**src/rtl/wdt_ctrl_pkg.sv**
```systemverilog
// wdt_ctrl_pkg
//   Shared definitions for the watchdog recovery controller:
//   FSM state encodings (3-bit, readable over o_state) and the blanking
//   margin added on top of a clear pulse before i_wdt_timeout is trusted.
package wdt_ctrl_pkg;

  localparam logic [2:0] S_IDLE    = 3'd0;
  localparam logic [2:0] S_ARM     = 3'd1;
  localparam logic [2:0] S_RUN     = 3'd2;
  localparam logic [2:0] S_RST     = 3'd3;
  localparam logic [2:0] S_RECOVER = 3'd4;
  localparam logic [2:0] S_FAULT   = 3'd5;

  typedef enum logic [2:0] {
    ST_IDLE    = S_IDLE,
    ST_ARM     = S_ARM,
    ST_RUN     = S_RUN,
    ST_RST     = S_RST,
    ST_RECOVER = S_RECOVER,
    ST_FAULT   = S_FAULT
  } state_e;

  // Extra cycles of timeout blanking after a clear pulse; covers the WDT's
  // clear synchronizer plus its flag update latency.
  localparam int BLANK_MARGIN = 4;

endpackage

```
**src/rtl/wdt_recovery_ctrl_tick_gen.sv**
```systemverilog
// wdt_tick_gen
//   Free-running divider producing the WDT count clock and a one-cycle tick.
//   Ports:
//     i_clk, i_rst : system clock, async active-high reset
//     o_cnt_clk    : registered square wave, high for the upper half of the
//                    divide period
//     o_tick       : one-cycle pulse on the last count of each period
module wdt_tick_gen #(
  parameter int CLK_DIV = 25000
) (
  input  logic i_clk,
  input  logic i_rst,
  output logic o_cnt_clk,
  output logic o_tick
);

  localparam int CW = $clog2(CLK_DIV);

  logic [CW-1:0] div_q, div_d;
  logic          clk_q;

  always_comb begin
    div_d = (div_q == CW'(CLK_DIV - 1)) ? '0 : div_q + 1'b1;
  end

  // The square wave is computed from the next count so it is registered
  // yet still lines up with the current count value.
  always_ff @(posedge i_clk or posedge i_rst) begin
    if (i_rst) begin
      div_q <= '0;
      clk_q <= 1'b0;
    end else begin
      div_q <= div_d;
      clk_q <= (div_d >= CW'(CLK_DIV / 2));
    end
  end

  assign o_cnt_clk = clk_q;
  assign o_tick    = (div_q == CW'(CLK_DIV - 1));

endmodule

```
**src/rtl/wdt_recovery_ctrl.sv**
```systemverilog
// wdt_recovery_ctrl
//   Supervisory controller for a WDT counter: generates its count clock and
//   enable, turns heartbeat kicks into clear pulses, and on timeout issues a
//   bounded number of system reset requests before latching a sticky fault.
//   Ports:
//     i_clk, i_rst   : system clock, async active-high reset
//     i_enable       : policy enable (sync)
//     i_kick         : async heartbeat, rising edge = kick
//     i_fault_clr    : async, rising edge clears FAULT
//     i_wdt_timeout  : WDT timeout flag (sync)
//     o_wdt_en       : WDT count enable
//     o_wdt_cnt_clk  : WDT count clock
//     o_wdt_cnt_clr  : WDT clear pulse
//     o_sys_rst_req  : system reset request
//     o_fault        : sticky fault
//     o_retry_cnt    : reset attempts issued
//     o_state        : FSM state readback
module wdt_recovery_ctrl
  import wdt_ctrl_pkg::*;
#(
  parameter int CLK_DIV       = 25000,
  parameter int CLR_PULSE_CYC = 4,
  parameter int RST_PULSE_CYC = 100,
  parameter int RECOVER_TICKS = 30,
  parameter int MAX_RETRY     = 3
) (
  input  logic       i_clk,
  input  logic       i_rst,
  input  logic       i_enable,
  input  logic       i_kick,
  input  logic       i_fault_clr,
  input  logic       i_wdt_timeout,
  output logic       o_wdt_en,
  output logic       o_wdt_cnt_clk,
  output logic       o_wdt_cnt_clr,
  output logic       o_sys_rst_req,
  output logic       o_fault,
  output logic [3:0] o_retry_cnt,
  output logic [2:0] o_state
);

  localparam int CCW = $clog2(CLR_PULSE_CYC + 1);
  localparam int BCW = $clog2(CLR_PULSE_CYC + BLANK_MARGIN + 1);
  localparam int RCW = $clog2(RST_PULSE_CYC + 1);
  localparam int TCW = $clog2(RECOVER_TICKS + 1);

  // ---------------- tick generator ----------------
  logic tick;

  wdt_tick_gen #(.CLK_DIV(CLK_DIV)) u_tick (
    .i_clk    (i_clk),
    .i_rst    (i_rst),
    .o_cnt_clk(o_wdt_cnt_clk),
    .o_tick   (tick)
  );

  // ---------------- synchronizers + edge detect ----------------
  // Edge pulses are registered, so they appear 3 cycles after the input edge.
  logic kick_s1_q, kick_s2_q, kick_s3_q, kick_edge_q;
  logic fclr_s1_q, fclr_s2_q, fclr_s3_q, fclr_edge_q;

  always_ff @(posedge i_clk or posedge i_rst) begin
    if (i_rst) begin
      kick_s1_q   <= 1'b0;
      kick_s2_q   <= 1'b0;
      kick_s3_q   <= 1'b0;
      kick_edge_q <= 1'b0;
      fclr_s1_q   <= 1'b0;
      fclr_s2_q   <= 1'b0;
      fclr_s3_q   <= 1'b0;
      fclr_edge_q <= 1'b0;
    end else begin
      kick_s1_q   <= i_kick;
      kick_s2_q   <= kick_s1_q;
      kick_s3_q   <= kick_s2_q;
      kick_edge_q <= kick_s2_q & ~kick_s3_q;
      fclr_s1_q   <= i_fault_clr;
      fclr_s2_q   <= fclr_s1_q;
      fclr_s3_q   <= fclr_s2_q;
      fclr_edge_q <= fclr_s2_q & ~fclr_s3_q;
    end
  end

  // ---------------- FSM ----------------
  state_e         state_q, state_d;
  logic [3:0]     retry_q, retry_d;
  logic [CCW-1:0] clr_cnt_q, clr_cnt_d;
  logic [BCW-1:0] blank_q, blank_d;
  logic [RCW-1:0] rst_cnt_q, rst_cnt_d;
  logic [TCW-1:0] rec_q, rec_d;
  logic           clr_start, clr_abort;
  logic           wdt_en_q, clr_o_q, rst_req_q, fault_q;

  always_comb begin
    state_d   = state_q;
    retry_d   = retry_q;
    rst_cnt_d = rst_cnt_q;
    rec_d     = rec_q;
    clr_start = 1'b0;
    clr_abort = 1'b0;
    case (state_q)
      ST_IDLE: begin
        if (i_enable) begin
          state_d   = ST_ARM;
          clr_start = 1'b1;
        end
      end
      ST_ARM: begin
        if (!i_enable) begin
          state_d   = ST_IDLE;
          clr_abort = 1'b1;
          retry_d   = '0;
        end else if (clr_cnt_q <= CCW'(1)) begin
          state_d = ST_RUN;
        end
      end
      ST_RUN: begin
        if (!i_enable) begin
          state_d   = ST_IDLE;
          clr_abort = 1'b1;
          retry_d   = '0;
        end else if (i_wdt_timeout && (blank_q == '0)) begin
          // Timeout beats a same-cycle kick: no clear is started here.
          if (retry_q < 4'(MAX_RETRY)) begin
            state_d   = ST_RST;
            retry_d   = (retry_q == 4'hF) ? 4'hF : retry_q + 4'd1;
            rst_cnt_d = RCW'(RST_PULSE_CYC);
          end else begin
            state_d = ST_FAULT;
          end
        end else if (kick_edge_q) begin
          clr_start = 1'b1;
        end
      end
      ST_RST: begin
        // Enable is only sampled once the pulse has fully completed.
        if (rst_cnt_q <= RCW'(1)) begin
          rst_cnt_d = '0;
          if (i_enable) begin
            state_d = ST_RECOVER;
            rec_d   = TCW'(RECOVER_TICKS);
          end else begin
            state_d = ST_IDLE;
            retry_d = '0;
          end
        end else begin
          rst_cnt_d = rst_cnt_q - 1'b1;
        end
      end
      ST_RECOVER: begin
        if (!i_enable) begin
          state_d   = ST_IDLE;
          clr_abort = 1'b1;
          retry_d   = '0;
        end else if (tick) begin
          if (rec_q <= TCW'(1)) begin
            state_d   = ST_ARM;
            clr_start = 1'b1;
            rec_d     = '0;
          end else begin
            rec_d = rec_q - 1'b1;
          end
        end
      end
      ST_FAULT: begin
        if (fclr_edge_q) begin
          state_d = ST_IDLE;
          retry_d = '0;
        end
      end
      default: state_d = ST_IDLE;
    endcase
  end

  // ---------------- clear pulse engine ----------------
  always_comb begin
    clr_cnt_d = clr_cnt_q;
    blank_d   = blank_q;
    if (clr_abort) begin
      clr_cnt_d = '0;
      blank_d   = '0;
    end else if (clr_start && (clr_cnt_q == '0)) begin
      clr_cnt_d = CCW'(CLR_PULSE_CYC);
      blank_d   = BCW'(CLR_PULSE_CYC + BLANK_MARGIN);
    end else begin
      if (clr_cnt_q != '0) clr_cnt_d = clr_cnt_q - 1'b1;
      if (blank_q != '0)   blank_d   = blank_q - 1'b1;
    end
  end

  always_ff @(posedge i_clk or posedge i_rst) begin
    if (i_rst) begin
      state_q   <= ST_IDLE;
      retry_q   <= '0;
      clr_cnt_q <= '0;
      blank_q   <= '0;
      rst_cnt_q <= '0;
      rec_q     <= '0;
      wdt_en_q  <= 1'b0;
      clr_o_q   <= 1'b0;
      rst_req_q <= 1'b0;
      fault_q   <= 1'b0;
    end else begin
      state_q   <= state_d;
      retry_q   <= retry_d;
      clr_cnt_q <= clr_cnt_d;
      blank_q   <= blank_d;
      rst_cnt_q <= rst_cnt_d;
      rec_q     <= rec_d;
      // Outputs decoded from next state so they track state_q exactly.
      wdt_en_q  <= (state_d == ST_RUN);
      clr_o_q   <= (clr_cnt_d != '0);
      rst_req_q <= (state_d == ST_RST);
      fault_q   <= (state_d == ST_FAULT);
    end
  end

  assign o_wdt_en      = wdt_en_q;
  assign o_wdt_cnt_clr = clr_o_q;
  assign o_sys_rst_req = rst_req_q;
  assign o_fault       = fault_q;
  assign o_retry_cnt   = retry_q;
  assign o_state       = state_q;

endmodule
```
**config.mk**
```make
export PLATFORM = sky130hd
export DESIGN_NAME = wdt_recovery_ctrl
export DESIGN_NICKNAME = d
export VERILOG_FILES = /design/src/rtl/wdt_ctrl_pkg.sv /design/src/rtl/wdt_recovery_ctrl_tick_gen.sv /design/src/rtl/wdt_recovery_ctrl.sv
export SDC_FILE = /design/constraint.sdc
export NUM_CORES = 1
export LEC_CHECK = 0
export CAP_MARGIN = 20
export CORE_MARGIN = 4
export CORE_UTILIZATION = 55
export DETAILED_ROUTE_END_ITERATION = 7
export PLACE_DENSITY = 0.73
export SLEW_MARGIN = 20
export SYNTH_ARGS = -nofsm -noshare
export SYNTH_HDL_FRONTEND = slang
export SYNTH_HIERARCHICAL = 1
export SYNTH_SLANG_ARGS = --single-unit
```
**constraint.sdc**
```tcl
create_clock -name i_clk -period 6.9 [get_ports i_clk]
set_input_delay 1.38 -clock i_clk [delete_from_list [all_inputs] [get_ports i_clk]]
set_output_delay 1.38 -clock i_clk [all_outputs]
set_load 0.05 [all_outputs]
```
### Word level (Yosys, flattened, before mapping)

Index checks and enable logic that the tools add are counted.

* add/subtract/negate cells: 6
* order comparisons: 5
* equal/unequal tests: 20
* mux-type cells: 49
* bitwise gates (word level): 4
* reductions and logical operators: 17

Operator list (count)
* 3-bit 2-to-1 mux: 15
* 4-bit 2-to-1 mux: 10
* 7-bit 2-to-1 mux: 4
* 5-bit 2-to-1 mux: 5
* 3-bit case mux with 6 select lines: 1
* 2-bit inequality test, second input constant: 8
* 4-bit case mux with 4 select lines: 1
* 15-bit by 1-bit adder with 15-bit output, second input constant: 1
* 15-bit equality test, second input constant: 1
* 15-bit by 14-bit >= comparator with 1-bit output, second input constant: 1
* 15-bit 2-to-1 mux: 1
* 7-bit case mux with 2 select lines: 1
* 3-bit by 2-bit equality test with 1-bit output, second input constant: 4
* 5-bit case mux with 2 select lines: 1
* 5-bit AND reduction: 2
* 3-bit equality test, second input constant: 3
* 1-bit 2-to-1 mux: 9
* 3-bit nonzero test: 3
* 4-bit nonzero test: 2
* 7-bit by 1-bit less-or-equal comparator with 1-bit output, second input constant: 1
* 7-bit by 1-bit subtractor with 7-bit output, second input constant: 1
* 3-bit zero test: 2
* 3-bit inequality test, second input constant: 2
* 5-bit by 1-bit less-or-equal comparator with 1-bit output, second input constant: 1
* other kinds (17): 21

* register bits after elaboration: 54
* input bits: 6

### Longest topological paths before layout

Gate-level depths: netlist of the first run.

* depth after elaboration: 9
* depth in mapped cells: 11
* gate-level depth less buffers: 8

### Cells and area by module

The synthesis of the first run kept the hierarchy.

Modules (own cells, without submodules)
* wdt_recovery_ctrl: instances 1, cells each 217, area each 2058.2 sq um, sequential area each 950.9 sq um
* wdt_tick_gen: instances 1, cells each 96, area each 947.2 sq um, sequential area each 400.4 sq um

### Worst setup path after synthesis of the first run

OpenSTA, ideal clock, no wires.

* kind: input-to-reg
* start: input port i_wdt_timeout
* end: register retry_q[0] (netlist: o_retry_cnt[0])
* library setup time: 0.125 ns
* arrival time: 2.510 ns
* required time: 6.775 ns
* slack: 4.265 ns
* stages on the path: 5
* buffers on the path: 0
* cell sequence: nand4bb_1 o31a_1 o32ai_1 and3_2 mux2_2

* word-level cells in the longest chain between the ends: 3

RTL lines
* from (decl): line wdt_recovery_ctrl.sv:32 `input logic i_wdt_timeout,`
* 1-bit logical AND: line wdt_recovery_ctrl.sv:122 `end else if (i_wdt_timeout && (blank_q == '0)) begin`
* 3-bit inequality test (no line)
* 5-bit AND reduction (no line)
* to (signal assigned): line wdt_recovery_ctrl.sv:205 `retry_q <= retry_d;`
* to (decl): line wdt_recovery_ctrl.sv:86 `logic [3:0] retry_q, retry_d;`

Every way passes these cells.
A chain may end at the register's enable or synchronous reset.

### Worst setup path after layout of the first run

* start: register state_q[0] (netlist: o_state[0])
* end: output port o_state[0]

RTL lines
* from (decl): line wdt_recovery_ctrl.sv:85 `state_e state_q, state_d;`
* from (signal assigned): line wdt_recovery_ctrl.sv:204 `state_q <= state_d;`
* to (decl): line wdt_recovery_ctrl.sv:39 `output logic [2:0] o_state`

No word-level cell between the ends.

==> impl_results.md, run 1 <==
- Critical Path RT: approximately 5.5 ns
- Area Growth Syn to Fin: 9.201%
- CTS Root Cell: clkbuf_8
- Final setup violation count: 0
- Critical Path Start Type: register
- Starting DRC count in detailed routing: 130
- EDFF count, synth: 0
- Crit path launch: o_state[0]$_DFF_PP0_
- Worst setup path class: reg2out
- WL final: 5.586 mm
- Initial Util: 0.5774
- Dpl cells: 392
- Drt drc: 0
- Largest net degree at the start of global routing: 39
- Initial antenna violation count: 0
- Min-Delay Path Class: reg2reg
- Worst hold slack: approximately 0.35 ns
- Vias in the first global route: 2193
- RR Endpoint: blank_q[1]$_DFFE_PP0P_
- Filler-free cell count of the finished design: 400
- Pwr Density: 306.3 nW/µm²
- Post_cts resized: 0
- Gr usage total: 0.1913
- Crit path cell chain: clkdlybuf4s50_1
- H-tree depth: 2
- Grt ovf: 0
- CP bufs+invs: 1
- Antenna viol nets, final: 0
- Ys Warns: 6
- # IOs: 18
- Peak VDD IR: 204.6 µV
- Leakage: 0.001434 µW
- RSZ-0062 raised after global routing: false
- Final hold vios: 0
- Hpwl dp: 4.099 mm
- Routed WL per cell: 13.97 µm
- Worst-Margin Slew: approximately 0.6 ns
- Chip height: 81.92 µm
- Setup crit end: o_state[0]
- Max Clk Rate: between 300 and 400 MHz
- CTS clk-pin slew, worst paths: 0.10 ns
- Critical path's top delay family: buffers and inverters
- Ys async rst share: 1.000
- Minimum clock period after layout: between 3 and 4 ns
- Distinct cells, synth: 65
- Flop-to-flop setup slack: about 4.1 ns
- Max-slew headroom: 0.6086
- Max cap viols: 0
- WP depth: 1
- Top_reg_cell synth: dfrtp_1
- Via/cell ratio: 5.750
- Critical R2R Launch: u_tick/div_q[0]$_DFF_PP0_
- Sequential area share after synthesis: 0.4496
- Layout Utilization: 0.6305
- Arrival time worst endpoint: 1.84 ns
- GP Congestion: 0.8714
- TritonCTS clock tree: done
- Vias: 2300
- CTS Sinks: 54
- ANT cells: 0
- Final Cycle Share: 0.4666
- Fin Setup TNS: 0 ns
- Status: finished, final reports clean
- Row count: 26
- Mapped cell area: 3005 µm²
- Slowest CP cell: clkdlybuf4s50_1
- Clock Path Buffers: 2
- CP max FO: 15
- Drt pass-1 iters: 5
- Skew final: 0.007854 ns
- Cells after synthesis: between 300 and 400
- CP peak stage delay: 0.89 ns
- Fillers: 461
- Setup crit end kind: primary output
- CTS Buf Count: 5
- Buffers on Ports: 17
- Final Instance Area: between 3000 and 4000 µm²
- #FFs+latches synth: 54
- DIE AREA: 6711 µm²
- Syn Area/Cell: 9.602 µm²
- Slew Viols, Final: 0
- Global-route wire length before repair: about 10 mm
- Nets: between 300 and 400
- Synthesized net count: 329
- Post-CTS Setup Inserts: 0
- Std-Cell Core Area: roughly 5200 µm²
- Post-DP Area: 3187 µm²
- Hold-fix buffers, CTS: 0
- Ratio of cells with drive above 1 in the final layout: 0.07879
- Die width: 81.92 µm
- Worst r2r path cells: 9
- Worst skew pair latency: a little over 0.3 ns
[cell families (layout without fill, tap and decap cells)]
group	after synthesis	count (layout)	share of synthesized area
AOI/OAI and AO/OA	56	56	0.1270
xor gates and xnor gates	17	17	0.04954
adders and majority gates	10	10	0.04163
buffers and inverters	29	46	0.05412
DFF	54	54	0.4496
muxes	4	4	0.01457
and+or+nand+nor	143	143	0.2635
[worst min-delay path by stage]
stage                        start             endpoint  slack [ns]  cells past startpoint
6_report       kick_s1_q$_DFF_PP0_  kick_s2_q$_DFF_PP0_        0.35                      0
5_1_grt        fclr_s1_q$_DFF_PP0_  fclr_s2_q$_DFF_PP0_        0.37                      0
4_1_cts        kick_s1_q$_DFF_PP0_  kick_s2_q$_DFF_PP0_        0.36                      0
3_5_place_dp   kick_s1_q$_DFF_PP0_  kick_s2_q$_DFF_PP0_        0.34                      0
3_3_place_gp   fclr_s1_q$_DFF_PP0_  fclr_s2_q$_DFF_PP0_        0.33                      0
2_1_floorplan  fclr_s1_q$_DFF_PP0_  fclr_s2_q$_DFF_PP0_        0.33                      0
[routing by layer]
layer	vias up	GRT usage	wire length, µm
li1	1145	-	-
met1	1110	0.2760	2773
met2	41	0.2932	2536
met3	4	0.03947	224
met4	0	0.04983	52
met5	-	0	0
[synthesized netlist by cell type (all sizes together), types with 2 or more instances]
| library cell | instances | area (µm²) |
|---|---|---|
| or2 | 3 | 18.77 |
| nand4b | 2 | 17.52 |
| o2bb2ai | 2 | 17.52 |
| nor3 | 10 | 50.05 |
| nor2 | 36 | 135.1 |
| nand3b | 2 | 15.01 |
| or3 | 3 | 18.77 |
| inv | 19 | 71.32 |
| nor4bb | 2 | 20.02 |
| nand4 | 7 | 58.81 |
| nor4 | 9 | 83.83 |
| dfrtp | 54 | 1351 |
| clkbuf | 5 | 51.30 |
| nand2 | 29 | 108.9 |
| o211ai | 4 | 30.03 |
| a41oi | 2 | 17.52 |
| and3 | 3 | 20.02 |
| mux2 | 3 | 33.78 |
| or4b | 2 | 20.02 |
| buf | 5 | 40.04 |
| xor2 | 9 | 78.83 |
| o22ai | 2 | 12.51 |
| xnor2 | 8 | 70.07 |
| a31oi | 3 | 18.77 |
| a211oi | 3 | 22.52 |
| nand2b | 8 | 57.55 |
| nor2b | 7 | 43.79 |
| nand3 | 13 | 65.06 |
| a21oi | 11 | 55.05 |
| o21ai | 12 | 60.06 |
| ha | 10 | 125.1 |
[cells in the final DEF, fill, tap and decap left out, types with 3 or more instances in the layout]
master	instances
or2_2	3
nand4_1	6
o21ai_0	12
nand2b_1	7
a211oi_1	3
a31oi_1	3
ha_1	10
a21oi_1	11
clkdlybuf4s50_1	17
inv_1	19
nor4_1	6
mux2_2	3
o211ai_1	4
dfrtp_1	54
nor2_1	36
nor3_1	10
nand2_1	29
xnor2_1	8
nand3_1	13
or3_1	3
clkbuf_8	6
xor2_1	9
nor2b_1	7
[state kept, by name (all words and copies together) (netlist names), 3 cells and up]
name / cells
blank_q: 4
o_retry_cnt: 4
rst_cnt_q: 7
rec_q: 5
clr_cnt_q: 3
u_tick/div_q: 15
o_state: 3
[area by class of cell]
type / instances / area (µm²) / area share
flip-flops and latches: 54 / 1351 / 0.4117
multi-input cells: 230 / 1491 / 0.4544
clock inverters: 2 / 12.51 / 0.003812
inverters: 19 / 71.32 / 0.02173
clock buffers: 6 / 82.58 / 0.02516
well taps: 70 / 87.58 / 0.02669
repair buffers: 19 / 185.2 / 0.05642
[power by group]
part	switching, µW	total [µW]	leakage (µW)	internal (µW)
Sequential	73.7	448	0.000675	375
Clock	102	183	0.0000472	80.8
Combinational	220	374	0.000712	154
[metrics by stage]
step,power (µW),setup WS [ns]
after CTS,1017,3.673
after detailed placement,831.0,3.567
after global placement,817.8,3.587
after global routing,1090,3.609
after floorplan,736.2,4.265
final,1005,3.680
Power figures use the tool's default switching activity.
==> inputs of run 2 (changes only) <==
Clock period 6.9 ns to 3.4 ns, I/O delays scaled along.
==> run 2 against run 1 <==
Against the previous run: via count grew 1.5%; non-clock buffer count is the same; utilization is 0.072 points higher; global-route usage rose by 0.13 points; design area grew 0.11%; die area did not move; critical path type is now reg2reg; largest cell class unchanged; largest power group unchanged; highest routed layer unchanged.
==> impl_results.md, run 2 (same netlist as run 1, synthesis figures left out) <==
- Status: finished, final reports clean
- Place WS: 0.6438 ns (-2.923 ns)
- Largest net degree at the start of global routing: 39 (unchanged)
- Arrival time worst endpoint: 2.95 ns (+1.11 ns)
- Biggest register: u_tick/div_q
- Clock Path Buffers: 2 (unchanged)
- Register Area: 1351 µm² (unchanged)
- Post_cts resized: 0 (unchanged)
- Final setup violation count: 0 (unchanged)
- Biggest regs: u_tick/div_q: 15 flops, rst_cnt_q: 7 flops, rec_q: 5 flops
- Vias: 2335 (+1.5%)
- Starting DRC count in detailed routing: 121 (-6.9%)
- Initial antenna violation count: 0 (unchanged)
- Initial Util: 0.5774 (unchanged)
- Vias in the first global route: 2151 (-1.9%)
- Std-Cell Core Area: 5205 µm² (unchanged)
- Chip height: 81.92 µm (unchanged)
- CP max FO: 9 (-6)
- Via/cell ratio: 5.838 (+1.5%)
- Slew Viols, Final: 0 (unchanged)
- Multi-input gate area: 1491 µm² (unchanged)
- Power Total: 2065 µW (+110%)
- Most common cell after layout, fill and taps aside: dfrtp_1
- Final Instance Area: 3286 µm² (+0.11%)
- Post-DP Area: 3187 µm² (unchanged)
- DIE AREA: 6711 µm² (unchanged)
- Fin Setup TNS: 0 ns (unchanged)
- Worst-Margin Slew: 0.6166 ns (+0.03007 ns)
- GP Congestion: 0.8258 (-5.2%)
- CTS Root Cell: clkbuf_8
- Buffers on Ports: 17 (unchanged)
- Final setup margin: 0.6638 ns (-3.016 ns)
- Post-CTS Setup Inserts: 0 (unchanged)
- ANT cells: 0 (unchanged)
- WL final: 5.642 mm (+1.0%)
- Drt pass-1 iters: 5 (unchanged)
- Final Cycle Share: 0.8048
- Worst skew pair latency: 0.31 ns (about the same)
- Max cap viols: 0 (unchanged)
- Skew final: 0.01183 ns (+0.003977 ns)
- Row count: 26 (unchanged)
- CTS Buf Count: 5 (unchanged)
- Layout Utilization: 0.6313 (+0.0007210)
- Global-route wire length before repair: 9.956 mm (-0.76%)
- Minimum clock period after layout: 2.736 ns
- Min-Delay Path Class: reg2reg
- Leakage: 0.001435 µW (about the same)
- Fillers: 452 (-2.0%)
- Drt drc: 0 (unchanged)
- Final hold vios: 0 (unchanged)
- Ratio of cells with drive above 1 in the final layout: 0.07879 (unchanged)
- Peak VDD IR: 375.1 µV (+83%)
- Routed WL per cell: 14.11 µm (+1.0%)
- RSZ-0062 raised after global routing: false
- Hpwl dp: 4.111 mm (+0.29%)
- Critical Path Start Type: register
- H-tree depth: 2 (unchanged)
- Largest register FFs: 15 (unchanged)
- Setup crit end kind: register
- Gr usage total: 0.1926 (+0.001262)
- Area Growth Syn to Fin: 9.326%
- Pwr Density: 628.5 nW/µm² (+110%)
- Die width: 81.92 µm (unchanged)
- Most frequent cells in the layout: 54 x dfrtp_1, 36 x nor2_1, 29 x nand2_1
- Hold-fix buffers, CTS: 0 (unchanged)
- Nets: 345 (unchanged)
- TritonCTS clock tree: done
- CTS clk-pin slew, worst paths: 0.10 ns (about the same)
- Antenna viol nets, final: 0 (unchanged)
- Max-slew headroom: 0.5885 (-0.02007)
- CTS Sinks: 54 (unchanged)
- Grt ovf: 0 (unchanged)
- Worst setup path class: reg2reg
- Max Clk Rate: ~370 MHz
- # IOs: 18 (unchanged)
- Critical Path RT: 3.61 ns (-1.91 ns)
==> run 2: where the power goes <==
group	switching [µW]	internal [µW]
Combinational	457	312
Clock	216	168
Sequential	152	760
==> run 2: critical path, stage by stage, from the launching register on <==
cell      delay (ns)
dfrtp_1         0.41
ha_1            0.35
nand4b_1        0.15
nor4_2          0.41
or4b_2          0.61
o21ai_0         0.25
nand4_1         0.22
nand2_1         0.18
a211oi_1        0.06
==> run 2: worst paths after layout <==
kind / from / cells past startpoint / slack [ns] / endpoint
worst max-delay path: u_tick/div_q[0]$_DFF_PP0_ / 8 / 0.66 / blank_q[1]$_DFFE_PP0P_
worst min-delay path: kick_s1_q$_DFF_PP0_ / 0 / 0.35 / kick_s2_q$_DFF_PP0_
worst max register to register: u_tick/div_q[0]$_DFF_PP0_ / 8 / 0.66 / blank_q[1]$_DFFE_PP0P_
worst min register to register: kick_s1_q$_DFF_PP0_ / 0 / 0.35 / kick_s2_q$_DFF_PP0_
max in group asynchronous: i_rst / 2 / 2.24 / u_tick/div_q[1]$_DFF_PP0_
min in group asynchronous: i_rst / 2 / 0.76 / u_tick/div_q[4]$_DFF_PP0_
==> run 2: area by class of cell <==
cell class                      instances  share of cell area
Clock buffer                            6             0.02513
Clock inverter                          2            0.004950
Inverter                               19             0.02171
Multi-Input combinational cell        230              0.4539
Sequential cell                        54              0.4113
Tap cell                               70             0.02666
Timing Repair Buffer                   19             0.05636
==> run 2: stage by stage <==
stage / cells / hold WS [ns]
after detailed placement: 392 / 0.3347
final: 400 / 0.3505
after global placement: 392 / 0.3329
after global routing: 400 / 0.3653
after floorplan: 313 / 0.3312
after CTS: 400 / 0.3494
==> run 2: metal layers <==
metal	global-route usage	up-vias	wire, µm
li1	-	1150	-
met4	0.06312	0	101
met3	0.04276	11	292
met1	0.2859	1106	2747
met5	0	-	0
met2	0.2771	68	2501
